<file path="src/rtl/rv32_pkg.sv">
// Shared constants for the decode-stage branch interface.
package rv32_pkg;

  // Two-bit branch outcome codes from the ID control unit.
  localparam logic [1:0] OUTCOME_CORRECT = 2'b11;
  localparam logic [1:0] OUTCOME_MISPRED = 2'b00;
  localparam logic [1:0] OUTCOME_NONBR   = 2'b10;
  localparam logic [1:0] OUTCOME_RSVD    = 2'b01;

  // Instructions are word aligned, so the table index starts above the byte offset.
  localparam int unsigned IDX_LSB = 2;

endpackage

</file>
<file path="src/rtl/sat_counter.sv">
// Up/down saturating counter with a configurable reset value.
module sat_counter #(
  parameter int unsigned          CTR_BITS  = 2,
  parameter logic [CTR_BITS-1:0]  RESET_VAL = '0
) (
  input  logic                clk,
  input  logic                rst_n,
  input  logic                inc_i,
  input  logic                dec_i,
  output logic [CTR_BITS-1:0] count_next_o
);

  localparam logic [CTR_BITS-1:0] CtrMax = {CTR_BITS{1'b1}};

  logic [CTR_BITS-1:0] count_q, count_d;

  // Saturating step; the next-state value is exported so a same-cycle lookup sees it.
  always_comb begin
    count_d = count_q;
    if (inc_i && (count_q != CtrMax)) begin
      count_d = count_q + CTR_BITS'(1);
    end else if (dec_i && (count_q != '0)) begin
      count_d = count_q - CTR_BITS'(1);
    end
  end

  // Counter state register.
  always_ff @(posedge clk or negedge rst_n) begin
    if (!rst_n) begin
      count_q <= RESET_VAL;
    end else begin
      count_q <= count_d;
    end
  end

  assign count_next_o = count_d;

endmodule

</file>
<file path="src/rtl/branch_predict_table.sv">
// Table of saturating counters indexed by PC, looked up in IF and trained in ID,
// with saturating branch / mispredict statistics.
module branch_predict_table
  import rv32_pkg::*;
#(
  parameter int unsigned PC_WIDTH   = 32,
  parameter int unsigned INDEX_BITS = 6,
  parameter int unsigned CTR_BITS   = 2,
  parameter int unsigned STAT_WIDTH = 16
) (
  input  logic                  clk,
  input  logic                  rst_n,
  input  logic                  lookup_en,
  input  logic [PC_WIDTH-1:0]   lookup_pc,
  output logic                  prediction,
  output logic [INDEX_BITS-1:0] pred_index,
  input  logic                  upd_en,
  input  logic [INDEX_BITS-1:0] upd_index,
  input  logic                  upd_prediction,
  input  logic [1:0]            branch_outcome,
  input  logic                  stats_clear,
  output logic [STAT_WIDTH-1:0] branch_count,
  output logic [STAT_WIDTH-1:0] mispredict_count
);

  localparam int unsigned         ENTRIES  = 2 ** INDEX_BITS;
  localparam logic [CTR_BITS-1:0] CtrReset = CTR_BITS'((2 ** (CTR_BITS - 1)) - 1);

  if (INDEX_BITS + IDX_LSB > PC_WIDTH) begin : gen_bad_index_width
    $error("branch_predict_table: INDEX_BITS+2 exceeds PC_WIDTH");
  end
  if (CTR_BITS < 1) begin : gen_bad_ctr_bits
    $error("branch_predict_table: CTR_BITS must be at least 1");
  end

  logic [INDEX_BITS-1:0] lookup_idx;
  logic                  mispred;
  logic                  train;
  logic                  actual_taken;
  logic                  unused_lookup_pc;

  assign lookup_idx       = lookup_pc[IDX_LSB +: INDEX_BITS];
  // Upper and byte-offset PC bits do not take part in indexing.
  assign unused_lookup_pc = ^lookup_pc;

  assign mispred      = (branch_outcome == OUTCOME_MISPRED);
  assign train        = upd_en && ((branch_outcome == OUTCOME_CORRECT) || mispred);
  // A mispredict means the branch went the other way from what it carried.
  assign actual_taken = upd_prediction ^ mispred;

  logic [CTR_BITS-1:0] ctr_next [ENTRIES];

  for (genvar i = 0; i < ENTRIES; i++) begin : gen_entry
    logic hit;
    assign hit = train && (upd_index == INDEX_BITS'(i));

    sat_counter #(
      .CTR_BITS  (CTR_BITS),
      .RESET_VAL (CtrReset)
    ) u_ctr (
      .clk          (clk),
      .rst_n        (rst_n),
      .inc_i        (hit && actual_taken),
      .dec_i        (hit && !actual_taken),
      .count_next_o (ctr_next[i])
    );
  end

  logic                  prediction_q, prediction_d;
  logic [INDEX_BITS-1:0] pred_index_q, pred_index_d;

  // Lookup reads the post-update counter so a same-index train is bypassed.
  always_comb begin
    prediction_d = prediction_q;
    pred_index_d = pred_index_q;
    if (lookup_en) begin
      pred_index_d = lookup_idx;
      prediction_d = ctr_next[lookup_idx][CTR_BITS-1];
    end
  end

  logic [STAT_WIDTH-1:0] branch_count_q, branch_count_d;
  logic [STAT_WIDTH-1:0] mispredict_count_q, mispredict_count_d;

  // Saturating statistics; clear wins over a same-cycle event.
  always_comb begin
    branch_count_d     = branch_count_q;
    mispredict_count_d = mispredict_count_q;
    if (stats_clear) begin
      branch_count_d     = '0;
      mispredict_count_d = '0;
    end else if (train) begin
      if (branch_count_q != '1) begin
        branch_count_d = branch_count_q + STAT_WIDTH'(1);
      end
      if (mispred && (mispredict_count_q != '1)) begin
        mispredict_count_d = mispredict_count_q + STAT_WIDTH'(1);
      end
    end
  end

  // Prediction and statistics registers.
  always_ff @(posedge clk or negedge rst_n) begin
    if (!rst_n) begin
      prediction_q       <= 1'b0;
      pred_index_q       <= '0;
      branch_count_q     <= '0;
      mispredict_count_q <= '0;
    end else begin
      prediction_q       <= prediction_d;
      pred_index_q       <= pred_index_d;
      branch_count_q     <= branch_count_d;
      mispredict_count_q <= mispredict_count_d;
    end
  end

  assign prediction       = prediction_q;
  assign pred_index       = pred_index_q;
  assign branch_count     = branch_count_q;
  assign mispredict_count = mispredict_count_q;

endmodule

</file>
<file path="config.mk">
export PLATFORM = sky130hd
export DESIGN_NAME = branch_predict_table
export DESIGN_NICKNAME = d
export VERILOG_FILES = /design/src/rtl/rv32_pkg.sv /design/src/rtl/sat_counter.sv /design/src/rtl/branch_predict_table.sv
export SDC_FILE = /design/constraint.sdc
export NUM_CORES = 1
export LEC_CHECK = 0
export CORE_ASPECT_RATIO = 0.7
export CORE_MARGIN = 4
export CORE_UTILIZATION = 39
export CTS_CLUSTER_DIAMETER = 30
export DETAILED_ROUTE_END_ITERATION = 7
export HOLD_SLACK_MARGIN = 0.12
export PLACE_DENSITY = 0.63
export SLEW_MARGIN = 15
export SYNTH_ARGS = -nofsm -noshare
export SYNTH_HDL_FRONTEND = slang
export SYNTH_SLANG_ARGS = --single-unit
export TNS_END_PERCENT = 20
</file>
<file path="constraint.sdc">
create_clock -name clk -period 5.1 [get_ports clk]
set_input_delay 1.02 -clock clk [delete_from_list [all_inputs] [get_ports clk]]
set_output_delay 1.02 -clock clk [all_outputs]
set_load 0.01 [all_outputs]
</file>
Word-level counts from Yosys, hierarchy flattened
Cells that the tools add are included.

word-level totals
  RAM bits = 0
  output and inout port bits = 39
  memories kept = 0
  latch bits = 0
  bits in registers = 167
  input bits = 46
  ROM bits = 0
  word-level logic and storage cells = 863

operators by class
  equal/unequal tests = 130
  muxes and demuxes = 137
  $mul = 0
  div/mod/pow operators = 0
  add/subtract/negate cells = 130
  reduce and logical (&&, ||, !) cells = 395
  $lt $le $gt $ge = 1
  shift-type cells = 0
  bitwise gates (word level) = 2

operator list
  operator               count
  $logic_and 1x1->1      322
  $mux 2                 130
  $eq 6x6->1 const B     32
  $reduce_bool 2->1      67
  $add 2x1->2 const B    64
  $ne 2x2->1 const B     64
  $sub 2x1->2 const B    64
  $eq 6x5->1 const B     16
  $mux 16                6
  $eq 6x4->1 const B     8
  $add 16x1->16 const B  2
  $ne 16x16->1 const B   2
  $eq 6x3->1 const B     4
  $bmux 2 s6             1
  $eq 6x2->1 const B     2
  $ge 7x7->1 const B     1
  $not 6->7              1
  $eq 6x1->1 const B     1
  $logic_not 6->1        1
  $reduce_and 2->1       2
  $eq 2x2->1 const B     1
  $logic_not 2->1        1
  $logic_not 1->1        1
  $logic_or 1x1->1       1
  $xor 1x1->1            1

Longest topological paths before layout
Gate-level depths: netlist of the first run.

  depth in word-level cells = 11
  depth in mapped cells = 13
  mapped depth without buffers = 10

Modules after synthesis
A second synthesis of the first run with hierarchy kept.

second synthesis, totals
  cells, all modules = 1268
  area, all modules = 12567.1 µm²

by module, submodules not included
  module                area an instance (µm²)  instances  cells an instance
  sat_counter           143.9                   64         13
  branch_predict_table  3358.2                  1          436

Worst setup path after synthesis of the first run
No wires, ideal clock.

  path type = in2reg
  start point = input port branch_outcome[0]
  end point = register prediction_q, in the netlist prediction
  required time = 4.960 ns
  setup time = 0.140 ns
  path slack = 1.370 ns
  stages on the path = 12
  arrival time = 3.590 ns
  cell sequence = inv_1 ha_1 or4b_4 buf_2 buf_2 o41ai_1 o311ai_1 a32oi_1 a311oi_1 a311o_1 o32ai_1 o311ai_1

between the ends
  word-level cells in the longest chain between the ends = 11
  elaborated cells between the ends (all ways) = 457
  classes of those cells = eq/ne (1); mux (131); bitwise (1); reduce/logical (324)

ends and longest elaborated chain
  element                                               line                                                    RTL
  start: declaration                                    branch_predict_table.sv:20                              input logic [1:0] branch_outcome,
  $eq 2x2->1 / $logic_not 2->1 (equally long branches)  branch_predict_table.sv:47, branch_predict_table.sv:46
  $logic_or 1x1->1                                      branch_predict_table.sv:47                              assign train = upd_en && ((branch_outcome == OUTCOME_CORRECT) || mispred);
  $logic_and 1x1->1                                     branch_predict_table.sv:47
  $logic_and 1x1->1                                     branch_predict_table.sv:55                              assign hit = train && (upd_index == INDEX_BITS'(i));
  $logic_and 1x1->1                                     branch_predict_table.sv:64                              .dec_i (hit && !actual_taken),
  $logic_and 1x1->1                                     sat_counter.sv:22                                       end else if (dec_i && (count_q != '0)) begin
  $mux 2                                                sat_counter.sv:22
  $mux 2                                                sat_counter.sv:20                                       if (inc_i && (count_q != CtrMax)) begin
  $bmux 2 s6 *                                          branch_predict_table.sv:78                              prediction_d = ctr_next[lookup_idx][CTR_BITS-1];
  $mux 2 (implied by the code) * (2 in series)          branch_predict_table.sv:78
  end signal: assignment                                branch_predict_table.sv:110                             prediction_q <= prediction_d;
  end: declaration                                      branch_predict_table.sv:69                              logic prediction_q, prediction_d;

Every way passes the cells marked *; elsewhere a longest branch is shown, timed or not. The select of a mux whose other input is x is not followed.
A chain may end at the register's enable or synchronous reset.

==> results of run 1 <==
[stage by stage]
stage	instances	power [mW]	hold slack, ns	instance area [um^2]	util [%]
finish	1765	4.34	0.501	14000	46.2
global route	1765	4.59	0.510	14000	46.2
CTS	1765	4.38	0.502	14000	46.2
detailed placement	1733	2.85	0.491	13300	44.0
global placement	1733	2.80	0.488	13300	44.0
floorplan	1286	2.50	0.479	12100	-
[area by class of cell]
| type | count | area (um^2) |
|---|---|---|
| Timing Repair Buffer | 105 | 985 |
| Sequential cell | 167 | 4260 |
| Clock inverter | 14 | 223 |
| Tap cell | 412 | 515 |
| Inverter | 155 | 582 |
| Fill cell | 2866 | 16300 |
| Multi-Input combinational cell | 894 | 7000 |
| Clock buffer | 18 | 439 |
[routing by layer]
metal | track usage, % | vias to the layer above | part of all wire, %
met4 | 5.17 | 0 | 1.1
met2 | 28.2 | 267 | 41
met3 | 4.02 | 29 | 6.6
li1 | - | 4810 | -
met5 | 0 | - | 0
met1 | 29.6 | 4963 | 51
[state kept, by name, indices dropped and copies added, names as in the netlist]
signal and flops:
gen_entry.u_ctr.count_q 128, branch_count 16, mispredict_count 16, pred_index 6, prediction 1
[how the worst max path moves through the flow]
stage,start,to,slack (ns)
6_report,upd_index[3],prediction,0.83
3_5_place_dp,branch_outcome[0],prediction,0.45
5_1_grt,upd_index[3],prediction,0.67
4_1_cts,branch_outcome[0],prediction,0.92
2_1_floorplan,branch_outcome[0],prediction,1.37
3_3_place_gp,branch_outcome[0],prediction,0.47
[synthesized netlist by cell type, types with 26 or more instances]
cell type  instances
a21oi_1           26
clkbuf_1          42
dfrtp_1          103
dfstp_2           64
ha_1             131
inv_1            155
nand2_1           61
nor2_1            97
nor3_1            33
nor4_1            56
o41ai_1           30
or4_1             26
xnor2_1           76
[kinds of logic after synthesis]
group	count (synthesis)	share of synthesized area, %
AO/OA/AOI/OAI	239	16.1
XOR/XNOR	88	6.36
adder cells (fa/ha/maj)	131	13.5
buffers and inverters	225	7.24
flip-flops	167	35.2
multiplexers	33	2.92
AND/OR/NAND/NOR	403	18.7
[power by group through the flow]
stage	Sequential, mW	Clock [mW]	Combinational [mW]
3_3_place_gp	1.75	0	1.04
2_1_floorplan	1.73	0	0.774
3_5_place_dp	1.76	0	1.09
4_1_cts	1.74	1.53	1.10
5_1_grt	1.77	1.58	1.25
6_report	1.74	1.49	1.10
==> summary.md, run 1 <==
| Metric | Value |
|---|---|
| Status | completed |
| Worst R2R Setup Slack | 2.25 ns |
| Seq cells post-synth | 167 |
| H-Tree Depth | 4 |
| Internal | 2.95 mW |
| Asr flop ratio synth | 100% |
| Clock network power share | between 30% and 40% |
| Setup violations, final | 0 |
| Post-Route WL | around 32,000 um |
| Vias | 10,069 |
| Worst-Skew Late Latency | 0.45 ns |
| CP Buf/Inv Count | 2 |
| Final nets | around 1,500 |
| Minimum clock period | 4.27 ns |
| Rel. slew slack | 32.7% |
| Mapped Cells | 1,286 |
| Hold WC Path Type | flip-flop to flip-flop |
| Switch share | 32.1% |
| Critical Path End Type | flip-flop |
| Cell variety after synth | 85 |
| Place WS | 0.451 ns |
| Row cnt | 53 |
| Synth top area share | roughly a fifth |
| Final worst setup slack | a little over 0.8 ns |
| Hold EP | gen_entry[14].u_ctr.count_q[0] |
| CP Max Fanout | 15 |
| Drt drc | 0 |
| CTS tree | yes |
| Ranking of synthesized cells by area | dfrtp_1, dfstp_2, ha_1 |
| Critical path's most frequent cell | o32ai_1 |
| Share of cells above drive strength 1 | 13.5% |
| Switching power | roughly 1.4 mW |
| Largest net degree at the start of global routing | roughly 80 |
| VDD IR-drop max | 181 uV |
| Sequential share of power | between 40% and 50% |
| Syn_nets | roughly 1,500 |
| Seq/Total Area, Yosys | 35.2% |
| R2R depth | 8 |
| Ratio of routed vias to standard cells | 5.70 |
| CP Cell Sequence | clkdlybuf4s50_1 > buf_4 > nand4_1 > or4_1 > a32oi_1 > o32ai_1 > or3_1 > a21oi_1 > o32ai_1 > o311ai_1 |
| Initial Utilization | 40.0% |
| Crit share post-route | between 80% and 90% |
| Final HPWL DP | 23,500 um |
| Largest stage delay, worst path | ~0.83 ns |
| Post-Syn Area | 12,100 um^2 |
| Worst hold path depth | 1 |
| Port bufs | 58 |
| Count of pins over their slew limit | 0 |
| Critical Path RT | 5.44 ns |
| GRT Overall Usage | roughly a fifth |
| Syn avg cell area | 9.42 um^2 |
| Num CTS Buffers | 17 |
| Top delay family on crit path | simple AND/OR/NAND/NOR gates |
| Hold path startpoint | gen_entry[14].u_ctr.count_q[0] |
| Antenna-violating nets left | 0 |
| Antenna cell count | 0 |
| PD cells | 310 nW/um^2 |
| Most frequent cells in the layout | inv_1, ha_1, dfrtp_1 |
| Post-synth EDFFs | 0 |
| Grt ovf | 0 |
| DR iter-0 viols | 752 |
| Main synth FF type | dfrtp_1 |
| Max-Cap Viols | 0 |
| Crit Reg-Reg Endpoint | branch_count[12] |
| Final Hold Viols | 0 |
| P&R area growth vs syn | 15.6% |
| RSZ-0062 raised after global routing | false |
| Clock slew seen by the registers of the worst setup and hold paths | roughly 0.07 ns |
| Crit path DAT | 4.62 ns |
| TNS Setup | 0 ns |
| Core box area | 30,300 um^2 |
| Die Footprint | about 34,000 um^2 |
| Worst-Margin Slew | ~1.0 ns |
| Clk root buf | clkbuf_16 |
| Setup CP Type | input pin to flip-flop |
| Peak Freq | around 230 MHz |
| Hold Buf Count CTS | 0 |
| DR pass1 iterations | 7 |
| Worst path depth | 10 |
| Final GP Congestion | 0.853 |
| Yosys warnings | 0 |
| Dominant cell type by area after synthesis | dfrtp_1 |
| Routed length per instance | between 15 and 20 um |
| First-pass GRT wire length | 52,500 um |
| Post-cts resize count | 0 |
| Die height | 155 um |
| Setup bufs post-CTS | 0 |
| Die W | 219 um |
| Initial antenna violation count | 0 |
| Max Root-Sink Buffers | 2 |
| Most common cell after layout, fill and taps aside | inv_1 |
| I/O Pins | 85 |
| R2R Path Start | branch_count[6] |
| Clk sinks | around 170 |
| Leakage | approximately 5.8 nW |
| Vias in the first global route | between 9,000 and 10,000 |
| CP max-delay cell | clkdlybuf4s50_1 |
| Combinational power share | 25.4% |
| CP Launch Type | input pin |
| Final worst clock skew | 0.00670 ns |
(Power assumes the default switching activity.)
==> run 2: changes to the inputs <==
--- a/config.mk
+++ b/config.mk
@@ -11,7 +11,7 @@
 export CTS_CLUSTER_DIAMETER = 30
 export DETAILED_ROUTE_END_ITERATION = 7
 export HOLD_SLACK_MARGIN = 0.12
-export PLACE_DENSITY = 0.63
+export PLACE_DENSITY = 0.65
 export SLEW_MARGIN = 15
 export SYNTH_ARGS = -nofsm -noshare
 export SYNTH_HDL_FRONTEND = slang
==> constraint.sdc (replaced) <==
create_clock -name clk -period 3.6 [get_ports clk]
set_input_delay 0.72 -clock clk [delete_from_list [all_inputs] [get_ports clk]]
set_output_delay 0.72 -clock clk [all_outputs]
set_load 0.01 [all_outputs]
==> summary.md, run 2 (synthesized netlist as in run 1, its figures left out) <==
| Metric | Value |
|---|---|
| Status | completed |
| Final Hold Viols | 0 |
| CP max-delay cell | clkdlybuf4s50_1 |
| DR pass1 iterations | 6 |
| Post-Route WL | 35,600 um |
| Ratio of routed vias to standard cells | 5.58 |
| Die height | between 150 and 200 um |
| I/O Pins | 85 |
| Antenna cell count | 0 |
| CP Cell Sequence | clkdlybuf4s50_1 > inv_2 > ha_4 > nand4bb_1 > buf_4 > buf_4 > or4_1 > a211o_1 > a32oi_1 > o31ai_2 > a311oi_2 > o32ai_2 > o311ai_1 |
| VDD IR-drop max | around 290 uV |
| Final GP Congestion | 0.885 |
| Hold WC Path Type | input pin to async pin |
| Final instance area | 15,800 um^2 |
| Critical Path RT | 3.95 ns |
| Most common cell after layout, fill and taps aside | buf_4 |
| First-pass GRT wire length | 57,000 um |
| Num CTS Buffers | 17 |
| Count of pins over their slew limit | 0 |
| Setup CP Type | input pin to flip-flop |
| Fin util | 52.0% |
| Peak Freq | 287 MHz |
| Critical Path End Type | flip-flop |
| CP Max Fanout | 16 |
| Clock slew seen by the registers of the worst setup and hold paths | 0.07 ns |
| Minimum clock period | approximately 3.5 ns |
| Routed length per instance | 18.2 um |
| Max reg flops | about 130 |
| Final HPWL DP | 26,200 um |
| Setup violations, final | 0 |
| Rel. slew slack | between 40% and 50% |
| Final nets | 1,708 |
| Initial Utilization | 40.0% |
| H-Tree Depth | 4 |
| Final worst setup slack | ~0.11 ns |
| Antenna-violating nets left | 0 |
| Row cnt | 53 |
| Leakage | 6.73 nW |
| Placed cell count | roughly 1,900 |
| PD cells | roughly 380 nW/um^2 |
| Crit share post-route | a little over nine tenths |
| DR iter-0 viols | 823 |
| Vias in the first global route | 10,743 |
| Most flops, register | gen_entry.u_ctr.count_q |
| Largest stage delay, worst path | 0.47 ns |
| Max-Cap Viols | 0 |
| Post-Place Cell Area | 14,800 um^2 |
| CTS tree | yes |
| Clk root buf | clkbuf_16 |
| Share of cells above drive strength 1 | roughly 27% |
| Largest net degree at the start of global routing | 77 |
| P&R area growth vs syn | 30.1% |
| Worst-Skew Late Latency | approximately 0.45 ns |
| Grt ovf | 0 |
| CP Launch Type | input pin |
| Drt drc | 0 |
| Core box area | 30,300 um^2 |
| GRT Overall Usage | 20.9% |
| Initial antenna violation count | 0 |
| Max Root-Sink Buffers | 2 |
| Final Power | approximately 6.1 mW |
| Place WS | -0.637 ns |
| Crit path DAT | about 3.8 ns |
| Die W | 219 um |
| Final worst clock skew | between 0.007 and 0.008 ns |
| Port bufs | 58 |
| FILL cells | 2,722 |
| Clk sinks | 167 |
| Die Footprint | roughly 34,000 um^2 |
| Worst-Margin Slew | 0.772 ns |
| Most frequent cells in the layout | buf_4, inv_1, ha_1 |
| Non-Filler Instances | 1,956 |
| Critical path's most frequent cell | buf_4 |
| Vias | 10,909 |
-- run 2: changes by cell type in the layout (fill, tap and decap cells not counted), moves of 4 or more --
cell	delta
nor4_1	-18
a211oi_1	-4
bufinv_16	-5
buf_4	+180
a211oi_2	+4
buf_12	+7
nor4_4	+4
nor4_2	+14
-- run 2: worst paths after layout --
kind	to	startpoint	slack [ns]	cells past startpoint
setup / recovery	prediction	branch_outcome[0]	0.11	13
hold / removal	gen_entry[59].u_ctr.count_q[1]	rst_n	0.33	1
setup reg to reg	prediction	gen_entry[52].u_ctr.count_q[0]	0.87	10
hold reg to reg	gen_entry[39].u_ctr.count_q[0]	gen_entry[39].u_ctr.count_q[0]	0.50	1
max in group asynchronous	gen_entry[10].u_ctr.count_q[0]	rst_n	2.42	2
min in group clk	gen_entry[39].u_ctr.count_q[0]	gen_entry[39].u_ctr.count_q[0]	0.50	1
-- run 2: report_power, final --
part           switching [mW]  leakage, nW  total (mW)  internal (mW)
registers               0.238         1.87        2.48           2.24
clock network           0.812        0.266        1.75          0.938
logic                   0.990         4.60        1.84          0.847
total                    2.04         6.73        6.06           4.02
-- run 2: final cells by class --
cell class / instances / area, um^2 / share of cell area (%)
Multi-Input combinational cell: 894 / 7330 / 46.5
Sequential cell: 167 / 4260 / 27.0
Tap cell: 412 / 515 / 3.27
Clock buffer: 22 / 474 / 3.01
Clock inverter: 10 / 73.8 / 0.468
Timing Repair Buffer: 296 / 2530 / 16.0
Inverter: 155 / 582 / 3.69
-- run 2: repair_timing --
item	4_1_cts	5_1_grt
endpoints found under the hold margin	0	0
endpoints found under the setup margin	1	1
resized for setup	14	51
cloned	0	0
pin swaps	2	18
buffers inserted	3	1
hold buffers	0	0
-- run 2: metal layers --
| metal | track usage, % | share of wire (%) |
|---|---|---|
| met1 | 32.0 | 49 |
| met2 | 30.7 | 42 |
| met5 | 0 | 0 |
| met4 | 5.29 | 1.5 |
| met3 | 3.24 | 6.7 |
-- run 2: stage by stage --
step	hold WS, ns	TNS (ns)
floorplan	0.424	0
global placement	0.487	-0.497
detailed placement	0.491	-0.637
CTS	0.345	0
global route	0.387	-0.0201
finish	0.332	0
-- run 2: worst max-delay path: cells and delay by family --
family,cells,cell delay [ns]
AND/OR/NAND/NOR,2,0.69
AO/OA/AOI/OAI,6,1.24
adder cells (fa/ha/maj),1,0.24
buffers and inverters,4,0.93
==> run 3: changes to the inputs <==
--- a/config.mk
+++ b/config.mk
@@ -15,5 +15,6 @@
 export SLEW_MARGIN = 15
 export SYNTH_ARGS = -nofsm -noshare
 export SYNTH_HDL_FRONTEND = slang
+export SYNTH_HIERARCHICAL = 1
 export SYNTH_SLANG_ARGS = --single-unit
 export TNS_END_PERCENT = 20
==> summary.md, run 3 <==
| Metric | Value |
|---|---|
| Final HPWL DP | a little over 20,000 um |
| Syn_nets | 1,445 |
| Ratio of routed vias to standard cells | 4.83 |
| Commonest cells post-synth | inv_1, nor2_1, ha_1 |
| Clk sinks | 167 |
| Seq/Total Area, Yosys | 33.9% |
| Leakage | 6.45 nW |
| Vias in the first global route | 9,185 |
| Worst R2R Setup Slack | 1.00 ns |
| Synth top area share | 20.5% |
| Initial antenna violation count | 0 |
| CP max-delay cell | mux4_2 |
| Asr flop ratio synth | between 90% and 100% |
| Clock network power share | 33.1% |
| Clock slew seen by the registers of the worst setup and hold paths | 0.07 ns |
| Non-Filler Instances | 1,874 |
| Routed length per instance | 15.0 um |
| Mapped Cells | roughly 1,300 |
| Vias | 9,048 |
| Rel. slew slack | 54.7% |
| Largest stage delay, worst path | 0.49 ns |
| Final Hold Viols | 0 |
| Worst-Margin Slew | 0.678 ns |
| GRT Overall Usage | between 10% and 20% |
| Post-Place Cell Area | 14,400 um^2 |
| Antenna cell count | 0 |
| Switch share | a little under a third |
| Placed cell count | roughly 1,800 |
| Most common cell in the netlist | inv_1 |
| Syn avg cell area | 9.91 um^2 |
| Main synth FF type | dfrtp_1 |
| Worst Setup SP | branch_outcome[1] |
| Max-Cap Viols | 0 |
| Yosys warnings | 6 |
| Final instance area | 15,200 um^2 |
| Combinational power share | between 20% and 30% |
| Peak Freq | approximately 280 MHz |
| Die Footprint | 35,200 um^2 |
| R2R Path Start | gen_entry[14].u_ctr/count_q[0] |
| Final worst setup slack | 0.0501 ns |
| Share of cells above drive strength 1 | 26.5% |
| P&R area growth vs syn | 21.0% |
| Die height | between 150 and 200 um |
| VDD IR-drop max | 340 uV |
| Drt drc | 0 |
| Core box area | ~31,000 um^2 |
| Grt ovf | 0 |
| I/O Pins | 85 |
| Critical Path End Type | flip-flop |
| CP Cell Sequence | clkdlybuf4s50_1 > inv_1 > ha_4 > xor2_4 > nor2_2 > buf_4 > nand2_2 > buf_6 > nor2_4 > nor2b_4 > mux2i_1 > mux2_4 > mux4_2 > mux2i_2 > mux4_2 > a31oi_1 |
| Post-Syn Area | 12,600 um^2 |
| Minimum clock period | between 3 and 4 ns |
| Port bufs | 58 |
| Ranking of synthesized cells by area | dfrtp_1, dfstp_2, ha_1 |
| Max reg flops | 128 |
| Final GP Congestion | ~0.83 |
| Worst-Skew Late Latency | 0.44 ns |
| Critical path's most frequent cell | mux4_2 |
| Cell variety after synth | 50 |
| CP Launch Type | input pin |
| Status | completed |
| Die W | 223 um |
| Clk root buf | clkbuf_16 |
| Fin util | 48.3% |
| Final Power | 5.88 mW |
| Num CTS Buffers | 17 |
| DR pass1 iterations | 5 |
| Hold WC Path Type | input pin to async pin |
| Largest net degree at the start of global routing | around 70 |
| Post-synth EDFFs | 0 |
| CP Max Fanout | 4 |
| Final worst clock skew | 0.00995 ns |
| DR iter-0 viols | 373 |
| Max Root-Sink Buffers | 2 |
| Dominant cell type by area after synthesis | dfrtp_1 |
| Crit path DAT | about 3.9 ns |
| Place WS | -0.525 ns |
| H-Tree Depth | 4 |
| CTS tree | yes |
| Crit share post-route | 98.6% |
| Most flops, register | gen_entry.u_ctr/count_q |
| Post-Route WL | approximately 28,000 um |
| PD cells | 387 nW/um^2 |
| Most common cell after layout, fill and taps aside | inv_1 |
| FILL cells | 2,872 |
| Initial Utilization | 39.9% |
| R2R depth | 9 |
| Antenna-violating nets left | 0 |
| Final nets | 1,618 |
| Setup violations, final | 0 |
| Seq cells post-synth | 167 |
| Crit Reg-Reg Endpoint | prediction |
| Setup CP Type | input pin to flip-flop |
| Count of pins over their slew limit | 0 |
| Sequential share of power | 42.1% |
| Worst Setup EP | prediction |
| Most frequent cells in the layout | inv_1, nor2_1, ha_1 |
| First-pass GRT wire length | 45,800 um |
| Row cnt | between 50 and 60 |
| Switching power | 1.79 mW |
| Critical Path RT | 3.91 ns |
| Internal | 4.09 mW |
-- run 3: changes by cell type after synthesis, moves of 27 or more --
| cell | before | now |
|---|---|---|
| mux2_4 | 0 | 64 |
| nor4_1 | 56 | 1 |
| nor2b_4 | 0 | 64 |
| nor2_1 | 97 | 164 |
| nor3_1 | 33 | 6 |
| a21oi_1 | 26 | 69 |
| mux2i_1 | 14 | 85 |
| inv_1 | 155 | 198 |
| o41ai_1 | 30 | 0 |
-- run 3: area by class of cell --
type	instances	area [um^2]	share of cell area, %
flip-flops and latches	167	4260	28.0
clock buffers	22	464	3.05
inverters	198	743	4.89
multi-input cells	880	7550	49.7
well taps	420	526	3.46
clock inverters	10	144	0.946
repair buffers	177	1520	9.98
-- run 3: power groups by stage --
stage          Combinational (mW)  Sequential, mW  Clock [mW]
4_1_cts                      1.44            2.48        2.01
6_report                     1.46            2.48        1.95
2_1_floorplan                1.04            2.46           0
3_3_place_gp                 1.33            2.50           0
5_1_grt                      1.65            2.52        2.09
3_5_place_dp                 1.42            2.50           0
-- run 3: timing repair --
| item | CTS | global route |
|---|---|---|
| cloned | 0 | 1 |
| gates resized for setup | 7 | 36 |
| setup endpoints to repair | 1 | 1 |
| setup buffers | 0 | 1 |
| pin swaps | 1 | 6 |
| hold buffers | 0 | 0 |
-- run 3: worst min-delay path by stage --
| stage | startpoint | end | slack (ns) | cells past startpoint |
|---|---|---|---|---|
| 2_1_floorplan | rst_n | branch_count[0] | 0.42 | 0 |
| 6_report | rst_n | mispredict_count[4] | 0.15 | 1 |
| 5_1_grt | rst_n | mispredict_count[4] | 0.15 | 1 |
| 3_3_place_gp | gen_entry[52].u_ctr/count_q[0] | gen_entry[52].u_ctr/count_q[0] | 0.49 | 1 |
| 4_1_cts | rst_n | gen_entry[47].u_ctr/count_q[1] | 0.15 | 1 |
| 3_5_place_dp | gen_entry[62].u_ctr/count_q[0] | gen_entry[62].u_ctr/count_q[0] | 0.49 | 1 |
-- run 3: logic make-up after synthesis --
logic type	share of synthesized area, %
flops	33.9
buf+inv	6.95
compound gates	4.70
mux	16.7
xor+xnor	6.27
fa+ha+maj	13.0
simple gates	18.4
-- run 3: critical path, delay by kind of cell --
family | cells | cell delay (ns)
muxes | 5 | 1.39
buffers and inverters | 4 | 0.78
and+or+nand+nor | 4 | 0.49
adders and majority gates | 1 | 0.20
xor gates and xnor gates | 1 | 0.20
AOI/OAI and AO/OA | 1 | 0.08
-- run 3: through the flow --
step	hold WS, ns	TNS [ns]
2_1_floorplan	0.424	0
3_3_place_gp	0.488	-0.506
3_5_place_dp	0.492	-0.525
4_1_cts	0.146	0
5_1_grt	0.154	-0.0405
6_report	0.152	0
-- run 3: layer usage --
layer | up-vias | GRT usage, % | routed length, um
met4 | 0 | 4.69 | 454
met1 | 4426 | 21.9 | 13700
li1 | 4463 | - | -
met3 | 30 | 3.19 | 929
met5 | - | 0 | 0
met2 | 129 | 26.7 | 13000
